==> config.mk <==
export PLATFORM = sky130hd
export DESIGN_NAME = uart_tx_fifo_drain
export DESIGN_NICKNAME = d
export VERILOG_FILES = /design/src/rtl/uart_tx_fifo_drain.sv
export SDC_FILE = /design/constraint.sdc
export NUM_CORES = 1
export LEC_CHECK = 0
export CORE_AREA = 2 2 71 73
export CTS_CLUSTER_SIZE = 10
export DETAILED_ROUTE_END_ITERATION = 10
export DIE_AREA = 0 0 73 75
export PLACE_DENSITY = 0.53
export SLEW_MARGIN = 20
export SYNTH_ARGS = -nofsm -noshare
export SYNTH_HDL_FRONTEND = slang
export SYNTH_SLANG_ARGS = --single-unit
==> constraint.sdc <==
create_clock -name clk -period 3.7 [get_ports clk]
set_input_delay 1.11 -clock clk [delete_from_list [all_inputs] [get_ports clk]]
set_output_delay 1.11 -clock clk [all_outputs]
set_load 0.02 [all_outputs]
==> src/rtl/uart_tx_fifo_drain.sv <==
// 8N1 UART transmitter that pops bytes from a show-ahead FIFO and serialises them LSB first.
// Contains its own baud divider; one idle cycle separates consecutive frames.
module uart_tx_fifo_drain #(
   parameter int unsigned CLK_FREQ = 100_000_000,
   parameter int unsigned BAUD     = 9600
) (
   input  logic       clk,
   input  logic       reset,
   input  logic       fifo_empty,
   input  logic [7:0] fifo_data,
   output logic       fifo_pop,
   output logic       tx,
   output logic       tx_busy,
   output logic       tx_done
);

   localparam int unsigned BAUD_DIV = CLK_FREQ / BAUD;
   localparam int unsigned CNT_W    = (BAUD_DIV >= 2) ? $clog2(BAUD_DIV) : 1;
   localparam logic [CNT_W-1:0] CNT_LAST = CNT_W'(BAUD_DIV - 1);
   localparam logic [CNT_W-1:0] CNT_PRE  = CNT_W'(BAUD_DIV - 2);

   if (BAUD_DIV < 2) begin : g_bad_baud_div
      $error("uart_tx_fifo_drain: CLK_FREQ/BAUD must be at least 2");
   end

   typedef enum logic [1:0] {
      S_IDLE,
      S_START,
      S_DATA,
      S_STOP
   } state_e;

   state_e           state_q;
   logic [CNT_W-1:0] cnt_q;
   logic [2:0]       idx_q;
   logic [7:0]       shift_q;
   logic             tx_q;
   logic             busy_q;
   logic             done_q;
   logic             bit_end;

   assign bit_end  = (cnt_q == CNT_LAST);
   // Gated by reset so a byte is never consumed while the transmitter is held in reset.
   assign fifo_pop = (state_q == S_IDLE) && !fifo_empty && !reset;

   assign tx      = tx_q;
   assign tx_busy = busy_q;
   assign tx_done = done_q;

   always_ff @(posedge clk or posedge reset) begin
      if (reset) begin
         state_q <= S_IDLE;
         cnt_q   <= '0;
         idx_q   <= '0;
         shift_q <= '0;
         tx_q    <= 1'b1;
         busy_q  <= 1'b0;
         done_q  <= 1'b0;
      end else begin
         cnt_q  <= bit_end ? '0 : cnt_q + CNT_W'(1);
         done_q <= 1'b0;
         case (state_q)
            S_IDLE: begin
               cnt_q <= '0;
               tx_q  <= 1'b1;
               if (fifo_pop) begin
                  shift_q <= fifo_data;
                  state_q <= S_START;
                  tx_q    <= 1'b0;
                  busy_q  <= 1'b1;
               end
            end
            S_START: begin
               if (bit_end) begin
                  state_q <= S_DATA;
                  idx_q   <= '0;
                  tx_q    <= shift_q[0];
               end
            end
            S_DATA: begin
               if (bit_end) begin
                  if (idx_q == 3'd7) begin
                     state_q <= S_STOP;
                     tx_q    <= 1'b1;
                  end else begin
                     idx_q <= idx_q + 3'd1;
                     tx_q  <= shift_q[idx_q + 3'd1];
                  end
               end
            end
            S_STOP: begin
               // Registered pulse lands on the final cycle of the stop bit.
               done_q <= (cnt_q == CNT_PRE);
               if (bit_end) begin
                  state_q <= S_IDLE;
                  busy_q  <= 1'b0;
               end
            end
            default: begin
               state_q <= S_IDLE;
               cnt_q   <= '0;
               tx_q    <= 1'b1;
               busy_q  <= 1'b0;
            end
         endcase
      end
   end

endmodule

# [After elaboration in Yosys (flattened, before gate mapping)]
# Index checks and enable logic that the tools add are counted.
[classes] addsub=2 order_cmp=1 eq_ne=12 mux=23 reduce_logical=13
[op_table] cell="14-bit == test, second input constant" count=2
[op_table] cell="14-bit two-way mux" count=2
[op_table] cell="14-bit by 1-bit adder with 14-bit output, second input constant" count=1
[op_table] cell="2-bit inequality test, second input constant" count=6
[op_table] cell="2-bit two-way mux" count=5
[op_table] cell="3-bit two-way mux" count=3
[op_table] cell="1-bit two-way mux" count=8
[op_table] cell="2-bit one-hot mux with 4 select lines" count=1
[op_table] cell="3-bit one-hot mux with 2 select lines" count=1
[op_table] cell="3-bit AND reduction" count=2
[op_table] cell="5-bit AND reduction" count=1
[op_table] cell="2-bit == test, second input constant" count=2
[op_table] cell="3-bit by 4-bit less-than comparator with 1-bit output, second input constant" count=1
[op_table] cell="4-bit AND reduction" count=1
[op_table] cell="2-bit nonzero test" count=2
[op_table] cell="3-bit by 1-bit adder with 3-bit output, second input constant" count=1
[op_table] cell="1-bit binary-select mux with 3-bit select" count=1
[op_table] cell="3-bit == test, second input constant" count=1
[op_table] cell="1-bit one-hot mux with 3 select lines" count=1
[op_table] cell="3-bit nonzero test" count=1
[op_table] cell="2-bit by 1-bit == test with 1-bit output, second input constant" count=1
[op_table] cell="1-bit logical AND" count=2
[op_table] cell="1-bit logical NOT" count=2
[op_table] cell="2-bit logical NOT" count=1
[op_table] cell="2 further kinds" count=2
[word_totals] reg_bits=30 input_bits=11 out_inout_bits=4 word_cells=58

# [Depth between registers and ports, before layout]
# Gate-level depths: netlist of run 1.
[logic_depth] ltp_word=6 depth_mapped=7 depth_no_buf=6

# [Worst setup path before layout of run 1]
# No wires, ideal clock.
[synth_path] kind="input to output" from="in fifo_empty" to="out fifo_pop" arrival_ns=1.806 required_time_ns=2.590 setup_slack_ns=0.784 cell_stages=2 path_buffers=1 path_cell_list="nor3b_1 -> clkbuf_1"
[synth_between] elab_chain_cells=3
[synth_lines] element="start, declared" line="9" rtl="input logic fifo_empty,"
[synth_lines] element="1-bit logical NOT" line="44" rtl="assign fifo_pop = (state_q == S_IDLE) && !fifo_empty && !reset;"
[synth_lines] element="1-bit logical AND (2 in series)" line="44"
[synth_lines] element="end, declared" line="11" rtl="output logic fifo_pop,"
# No other way between the ends.

# [Final worst setup path of run 1]
[layout_path] from="in reset" to="out fifo_pop"
[layout_between] elab_chain_cells=2
[layout_lines] element="start, declared" line="8" rtl="input logic reset,"
[layout_lines] element="1-bit logical NOT (no line)"
[layout_lines] element="1-bit logical AND" line="44"
# No other way between the ends.

==> results of run 1 <==
## power by group
part	leakage, nW	switching, mW	total (mW)	internal, mW
Combinational	0.409	0.00812	0.0181	0.00999
Clock	0.0575	0.124	0.312	0.188
Sequential	0.391	0	0.328	0.328
## cells in the final DEF, fill, tap and decap left out, types with 2 or more instances in the layout
| cell | synthesis | final |
|---|---|---|
| sky130_fd_sc_hd__nand4_1 | 2 | 2 |
| sky130_fd_sc_hd__xnor2_1 | 10 | 10 |
| sky130_fd_sc_hd__or2_2 | 2 | 2 |
| sky130_fd_sc_hd__clkbuf_8 | 0 | 8 |
| sky130_fd_sc_hd__clkdlybuf4s50_1 | 0 | 14 |
| sky130_fd_sc_hd__nand3_1 | 4 | 4 |
| sky130_fd_sc_hd__dfrtp_1 | 29 | 29 |
| sky130_fd_sc_hd__buf_4 | 1 | 3 |
| sky130_fd_sc_hd__ha_1 | 9 | 9 |
| sky130_fd_sc_hd__or2b_1 | 2 | 2 |
| sky130_fd_sc_hd__a22o_1 | 3 | 3 |
| sky130_fd_sc_hd__inv_1 | 8 | 8 |
| sky130_fd_sc_hd__nor4_1 | 4 | 4 |
| sky130_fd_sc_hd__mux2i_1 | 2 | 2 |
| sky130_fd_sc_hd__nand2_1 | 10 | 10 |
| sky130_fd_sc_hd__xor2_1 | 2 | 2 |
| sky130_fd_sc_hd__nor3_1 | 3 | 3 |
| sky130_fd_sc_hd__mux2_2 | 13 | 13 |
| sky130_fd_sc_hd__nor2_1 | 19 | 19 |
| sky130_fd_sc_hd__o21ai_0 | 5 | 5 |
## worst paths after layout
path | startpoint | end | slack [ps] | cells past startpoint
min | shift_q[5] | shift_q[5] | 510 | 1
min reg2reg | shift_q[5] | shift_q[5] | 510 | 1
max | reset | fifo_pop | 90 | 4
max in group asynchronous | reset | tx | 2120 | 3
min in group asynchronous | reset | idx_q[1] | 1260 | 3
max reg2reg | cnt_q[0] | cnt_q[11] | 1450 | 5
## per-layer routing
| layer | wire length [um] | up-vias | GRT usage [%] | share of wire, % |
|---|---|---|---|---|
| li1 | - | 557 | - | - |
| met1 | 1350 | 565 | 13.9 | 43 |
| met2 | 1620 | 17 | 23.6 | 52 |
| met3 | 120 | 6 | 4.15 | 3.8 |
| met4 | 58 | 0 | 5.97 | 1.8 |
| met5 | 0 | - | 0 | 0 |
## through the flow
| stage | setup slack [ps] | cell area, um^2 | hold WS, ps |
|---|---|---|---|
| 3_3_place_gp | 75.7 | 1820 | 484 |
| 2_1_floorplan | 784 | 1610 | 464 |
| 6_report | 88.8 | 1930 | 508 |
| 4_1_cts | 68.0 | 1930 | 513 |
| 3_5_place_dp | 75.3 | 1820 | 497 |
| 5_1_grt | 39.0 | 1930 | 538 |
## Yosys cell counts (3+ instances only)
| master | count |
|---|---|
| sky130_fd_sc_hd__dfrtp_1 | 29 |
| sky130_fd_sc_hd__a22o_1 | 3 |
| sky130_fd_sc_hd__inv_1 | 8 |
| sky130_fd_sc_hd__nand3_1 | 4 |
| sky130_fd_sc_hd__xnor2_1 | 10 |
| sky130_fd_sc_hd__nor3_1 | 3 |
| sky130_fd_sc_hd__nor4_1 | 4 |
| sky130_fd_sc_hd__o21ai_0 | 5 |
| sky130_fd_sc_hd__nor2_1 | 19 |
| sky130_fd_sc_hd__ha_1 | 9 |
| sky130_fd_sc_hd__nand2_1 | 10 |
| sky130_fd_sc_hd__mux2_2 | 13 |
## final cells by class
cell class / instances / area (um^2) / share of cell area (%)
multi-input cells: 108 / 811 / 41.9
flip-flops and latches: 30 / 752 / 38.9
repair buffers: 17 / 163 / 8.41
clock buffers: 8 / 110 / 5.70
well taps: 54 / 67.6 / 3.50
inverters: 8 / 30.0 / 1.55
## kinds of logic (layout without fill, tap and decap cells)
kind of cell             after synthesis  in the layout  share of synthesized area [%]
AO/OA/AOI/OAI                         16             16                           8.15
XOR/XNOR                              12             12                           6.52
adder cells (fa/ha/maj)                9              9                           6.98
buffers and inverters                 12             33                           3.10
flip-flops                            30             30                           46.6
multiplexers                          15             15                           10.3
AND/OR/NAND/NOR                       56             56                           18.3
## registers in the layout, indices dropped and copies added (netlist names)
| signal | count |
|---|---|
| cnt_q | 14 |
| shift_q | 8 |
| idx_q | 3 |
| state_q | 2 |
| tx | 1 |
| tx_busy | 1 |
| tx_done | 1 |
==> results_tabular.tex, run 1 <==
\begin{tabular}{lr}
\hline
Metric & Value \\
\hline
\multicolumn{2}{l}{\textbf{Status}} \\
Result of the run & completed \\
\multicolumn{2}{l}{\textbf{Placed design}} \\
Post-placement cell count & 217 \\
Number of I/O port buffers & 14 \\
Half-perimeter wire length after placement & 2270 um \\
Placer congestion estimate & 0.797 \\
\multicolumn{2}{l}{\textbf{Finish}} \\
Area growth, synth to finish & 19.9\% \\
Fillers & 456 \\
Antenna diode count & 0 \\
Final core utilization & between 40\% and 50\% \\
Fraction of final layout cells with drive strength greater than 1 & roughly 18\% \\
Total number of nets in the final design & 190 \\
Post-layout instance count excluding filler cells & 225 \\
\multicolumn{2}{l}{\textbf{Drt}} \\
Vias per inst & 5.09 \\
Post-route DRC & 0 \\
Post-detailed-route wirelength per cell & between 10 and 15 um \\
Post-Route WL & 3150 um \\
1st-iter DRT viols & 36 \\
First-pass iteration count of the detailed router & 4 \\
Routed via count & 1,145 \\
Number of nets with antenna violations after routing & 0 \\
\multicolumn{2}{l}{\textbf{Power and ir drop}} \\
Total leakage power & 0.857 nW \\
Overall power & roughly 0.66 mW \\
IR drop worst, VDD & 0.150 mV \\
P per Cell Area & between 300 and 400 nW/um\^{}2 \\
\multicolumn{2}{l}{\textbf{Global route}} \\
Initial antenna violation count & 0 \\
Maximum number of pins on one net before global-route repair & 31 \\
Number of global-route vias before repair & 1,192 \\
Total routing resource utilization after global routing & 13.1\% \\
Total gr overflow & 0 \\
Global-route wire length before repair & 5360 um \\
\multicolumn{2}{l}{\textbf{Floorplan}} \\
Die area & 5480 um\^{}2 \\
Floorplan die width & roughly 73 um \\
Placement Rows & 25 \\
Y dimension of the die & 75 um \\
Floorplan core area & between 4000 and 5000 um\^{}2 \\
Starting density of the core & 34.6\% \\
I/O pin total & 15 \\
\multicolumn{2}{l}{\textbf{Synth}} \\
Number of nets produced by synthesis & 170 \\
Cell type contributing the most total cell area after synthesis & sky130\_fd\_sc\_hd\_\_dfrtp\_1 \\
Post-synthesis area per instance & 10.8 um\^{}2 \\
Async set-or-reset flop fraction in the synthesized netlist & between 90\% and 100\% \\
Summed instance area of the synthesized netlist & 1610 um\^{}2 \\
EDFF count, synth & 0 \\
Mapped Cells & 150 \\
Dominant cells by area after synthesis & sky130\_fd\_sc\_hd\_\_dfrtp\_1 (45\%), sky130\_fd\_sc\_hd\_\_mux2\_2 (9.1\%), sky130\_fd\_sc\_hd\_\_ha\_1 (7.0\%) \\
Yosys Warn Count & 0 \\
Share of Yosys cell area claimed by the top area cell type & 45.0\% \\
Seq/Total Area, Yosys & between 40\% and 50\% \\
Flip-flop and latch count after synthesis & 30 \\
Dominant register cell in the synthesized netlist & sky130\_fd\_sc\_hd\_\_dfrtp\_1 \\
Number of distinct library cell variants in the gate-level netlist after synthesis & 39 \\
\multicolumn{2}{l}{\textbf{STA}} \\
Max-slew headroom at the worst pin & around 73\% \\
Post-route clock skew & roughly 7.8 ps \\
Setup-violating endpoint count in the final report & 0 \\
Clock period minus final worst setup slack & 3610 ps \\
Count of endpoints failing hold in the final timing report & 0 \\
Period utilization & 97.6\% \\
Final-layout setup total negative slack & 0 ps \\
Highest clock rate & 277 MHz \\
Worst slew pin tran & 406 ps \\
Final number of max-transition violations & 0 \\
Unrepaired setup endpoints after global routing & no \\
\multicolumn{2}{l}{\textbf{Setup path}} \\
CP Data Arrival Time & 2500 ps \\
CP bufs+invs & 3 \\
Delay of the slowest critical-path stage & 590 ps \\
Cell family with most CP delay & buffers and inverters \\
Slowest cell on crit path & sky130\_fd\_sc\_hd\_\_clkdlybuf4s50\_1 \\
Peak fanout along the critical path & 3 \\
Crit-path most repeated cell & sky130\_fd\_sc\_hd\_\_clkdlybuf4s50\_1 \\
Cell Chain, Critical Path & clkdlybuf4s50\_1 > nor3b\_1 > buf\_4 > clkdlybuf4s50\_1 \\
Required arrival time at the worst endpoint & between 2000 and 3000 ps \\
Category of the worst setup path capture point & output port \\
Type of the worst setup path & input pin to output port \\
Crit start category & input pin \\
\multicolumn{2}{l}{\textbf{CTS}} \\
CTS tree & yes \\
Clock Pin Slew Worst Setup and Hold Paths & 60 ps \\
Total clock buffers created by CTS & 5 \\
Post-cts hold buffer count & 0 \\
Clock Latency Late Sink & 280 ps \\
Clk sink count & 30 \\
Post-CTS setup repair buffer count & 0 \\
H-tree depth & 2 \\
Clk Tree Root Cell & sky130\_fd\_sc\_hd\_\_clkbuf\_8 \\
PostCTS Resize Cnt & 0 \\
Buffers from clock root to sink, at most & 2 \\
\multicolumn{2}{l}{\textbf{Hold path}} \\
Hold crit path type & flop to flop \\
\multicolumn{2}{l}{\textbf{Flow run}} \\
Number of max-cap violations & 0 \\
\hline
\end{tabular}
Power figures use the tool's default switching activity.
==> run 2: changes to the inputs <==
--- a/config.mk
+++ b/config.mk
@@ -5,10 +5,10 @@
 export SDC_FILE = /design/constraint.sdc
 export NUM_CORES = 1
 export LEC_CHECK = 0
-export CORE_AREA = 2 2 71 73
+export CORE_AREA = 4 4 73 75
 export CTS_CLUSTER_SIZE = 10
 export DETAILED_ROUTE_END_ITERATION = 10
-export DIE_AREA = 0 0 73 75
+export DIE_AREA = 0 0 77 79
 export PLACE_DENSITY = 0.53
 export SLEW_MARGIN = 20
 export SYNTH_ARGS = -nofsm -noshare
==> constraint.sdc (replaced) <==
create_clock -name clk -period 3.5 [get_ports clk]
set_input_delay 1.05 -clock clk [delete_from_list [all_inputs] [get_ports clk]]
set_output_delay 1.05 -clock clk [all_outputs]
set_load 0.02 [all_outputs]
==> run 2 against run 1 <==
Critical path depth unchanged. Sequential power is 6% higher. Clock power fell by 3%. Utilization shrank 0.19 points. Total power rose by 1.9%. Sequential share of layout area is 0.18 points higher. Critical endpoint unchanged. Global-route usage is 0.65 points lower. Register-to-register slack lost 230 ps. Clock skew grew 1.4 ps. Final area is 0.45% lower. Wire length up 3.9%. Count of clock-buffer cells in the layout shrank 2.
==> results_tabular.tex, run 2 (synthesis gave the netlist of run 1 again) <==
\begin{tabular}{lr}
\hline
Metric & Value \\
\hline
\multicolumn{2}{l}{\textbf{Status}} \\
Result of the run & completed \\
\multicolumn{2}{l}{\textbf{Setup path}} \\
Type of the worst setup path & input pin to output port \\
Crit start category & input pin \\
Required arrival time at the worst endpoint & 2450 ps \\
CP Data Arrival Time & 2170 ps \\
Peak fanout along the critical path & 2 \\
Worst setup slack for register-to-register paths & 1220 ps \\
Category of the worst setup path capture point & output port \\
\multicolumn{2}{l}{\textbf{CTS}} \\
Clock Pin Slew Worst Setup and Hold Paths & 70 ps \\
Clock Latency Late Sink & 290 ps \\
Total clock buffers created by CTS & 5 \\
CTS tree & yes \\
H-tree depth & 2 \\
Clk sink count & 30 \\
Post-cts hold buffer count & 0 \\
Clk Tree Root Cell & sky130\_fd\_sc\_hd\_\_clkbuf\_8 \\
Post-CTS setup repair buffer count & 0 \\
Buffers from clock root to sink, at most & 2 \\
\multicolumn{2}{l}{\textbf{STA}} \\
Smallest setup slack after layout & roughly 280 ps \\
Setup-violating endpoint count in the final report & 0 \\
Final number of max-transition violations & 0 \\
Unrepaired setup endpoints after global routing & no \\
Clock period minus final worst setup slack & 3220 ps \\
Highest clock rate & a little over 300 MHz \\
Count of endpoints failing hold in the final timing report & 0 \\
Worst slew pin tran & 432 ps \\
Worst hold slack after final layout & 506 ps \\
Max-slew headroom at the worst pin & a little over 70\% \\
Post-route clock skew & 9.27 ps \\
Period utilization & 92.0\% \\
\multicolumn{2}{l}{\textbf{Global route}} \\
Total routing resource utilization after global routing & 12.4\% \\
Total gr overflow & 0 \\
Global-route wire length before repair & between 5000 and 6000 um \\
Number of global-route vias before repair & around 1,300 \\
Maximum number of pins on one net before global-route repair & 31 \\
Initial antenna violation count & 0 \\
\multicolumn{2}{l}{\textbf{Finish}} \\
Finished layout cell area & 1920 um\^{}2 \\
Area growth, synth to finish & 19.3\% \\
Register Area & around 750 um\^{}2 \\
Flip-flop count of the largest register, all copies and words added & 14 \\
Commonest cells after routing, fill and taps aside & sky130\_fd\_sc\_hd\_\_dfrtp\_1 (29), sky130\_fd\_sc\_hd\_\_nor2\_1 (19), sky130\_fd\_sc\_hd\_\_mux2\_2 (13), sky130\_fd\_sc\_hd\_\_clkdlybuf4s50\_1 (13) \\
Area used by multi-input combinational logic & 811 um\^{}2 \\
Fillers & 447 \\
Total number of nets in the final design & 191 \\
Registers with the most flip-flops & cnt\_q (14), shift\_q (8), idx\_q (3) \\
Most common cell after layout, fill and taps aside & sky130\_fd\_sc\_hd\_\_dfrtp\_1 \\
Fraction of final layout cells with drive strength greater than 1 & 18.0\% \\
Antenna diode count & 0 \\
Register name with the most flops & cnt\_q \\
\multicolumn{2}{l}{\textbf{Drt}} \\
Number of nets with antenna violations after routing & 0 \\
First-pass iteration count of the detailed router & 5 \\
Length of routed wiring on met1 & 1350 um \\
Length of routed met3 wiring & 148 um \\
Post-Route WL & around 3300 um \\
Routed via count & 1,176 \\
1st-iter DRT viols & 50 \\
Post-detailed-route wirelength per cell & 14.5 um \\
Vias per inst & 5.20 \\
Amount of wire on met2 after detailed routing & between 1500 and 2000 um \\
Top layer reached by signal wires & met4 \\
Post-route DRC & 0 \\
\multicolumn{2}{l}{\textbf{Power and ir drop}} \\
P per Cell Area & 348 nW/um\^{}2 \\
Total leakage power & around 0.86 nW \\
Internal Power & 0.516 mW \\
Reg power frac & 51.7\% \\
IR drop worst, VDD & 0.152 mV \\
Switching share of power & 23.1\% \\
Part of the total power dissipated in the clock network & a little under half \\
P\_sw & 0.155 mW \\
Logic pwr share & under 10\% \\
\multicolumn{2}{l}{\textbf{Floorplan}} \\
Y dimension of the die & 79 um \\
Floorplan core area & 4660 um\^{}2 \\
Floorplan die width & around 77 um \\
Die area & 6080 um\^{}2 \\
I/O pin total & 15 \\
Placement Rows & 25 \\
Starting density of the core & around a third \\
\multicolumn{2}{l}{\textbf{Hold path}} \\
Hold crit path type & flop to flop \\
\multicolumn{2}{l}{\textbf{Placed design}} \\
Half-perimeter wire length after placement & approximately 2300 um \\
Placer congestion estimate & 0.814 \\
Cell Area, Placed & 1830 um\^{}2 \\
Number of I/O port buffers & 14 \\
Post-placement worst setup slack & -4.52 ps \\
\multicolumn{2}{l}{\textbf{Flow run}} \\
Number of max-cap violations & 0 \\
\hline
\end{tabular}
==> run 2: cell types whose count changed in the layout (fill, tap and decap cells not counted), sizes merged <==
cell	before	now
buf	3	4
clkinvlp	0	1
dlygate4sd2	0	1
clkinv	0	1
clkbuf	8	6
clkdlybuf4s50	14	13
==> run 2: layout make-up <==
class / instances / share of cell area, %
Multi-Input combinational cell: 108 / 42.1
Sequential cell: 30 / 39.1
Timing Repair Buffer: 18 / 8.78
Clock buffer: 6 / 4.29
Tap cell: 54 / 3.51
Inverter: 8 / 1.56
Clock inverter: 2 / 0.650
==> run 2: power groups by stage <==
stage	registers (mW)	logic (mW)	clock network, mW
finish	0.347	0.0201	0.304
global route	0.346	0.0227	0.333
CTS	0.346	0.0210	0.315
detailed placement	0.353	0.0209	0
global placement	0.353	0.0200	0
floorplan	0.353	0.00520	0
==> run 2: worst max-delay path: stages <==
cell	delay (ps)
sky130_fd_sc_hd__clkdlybuf4s50_1	420
sky130_fd_sc_hd__nor3b_1	220
sky130_fd_sc_hd__buf_4	150
sky130_fd_sc_hd__dlygate4sd2_1	330
==> run 2: repair_timing <==
action                                  CTS  global route
endpoints found under the setup margin    1             0
resized for setup                         1             0
hold endpoints to repair                  0             0
==> run 2: final timing paths <==
kind	startpoint	end	cells after the start
max reg2reg	cnt_q[0]	cnt_q[5]	5
max in group asynchronous	reset	tx	4
max	fifo_empty	fifo_pop	4
min in group asynchronous	reset	tx_busy	4
min	shift_q[3]	shift_q[3]	1
min reg2reg	shift_q[3]	shift_q[3]	1
==> run 2: per-stage QoR <==
| stage | setup TNS (ps) | power [mW] | util (%) | std cells |
|---|---|---|---|---|
| 5_1_grt | 0 | 0.702 | 41.3 | 226 |
| 6_report | 0 | 0.671 | 41.3 | 226 |
| 3_5_place_dp | -4.52 | 0.374 | 39.3 | 218 |
| 4_1_cts | 0 | 0.683 | 41.3 | 226 |
| 2_1_floorplan | 0 | 0.358 | - | 150 |
| 3_3_place_gp | -0.746 | 0.373 | 39.3 | 218 |
==> run 2: per-layer routing <==
metal | vias up | GRT usage, %
met3 | 10 | 3.17
met1 | 573 | 14.2
met5 | - | 0
met2 | 31 | 21.3
li1 | 562 | -
met4 | 0 | 6.94
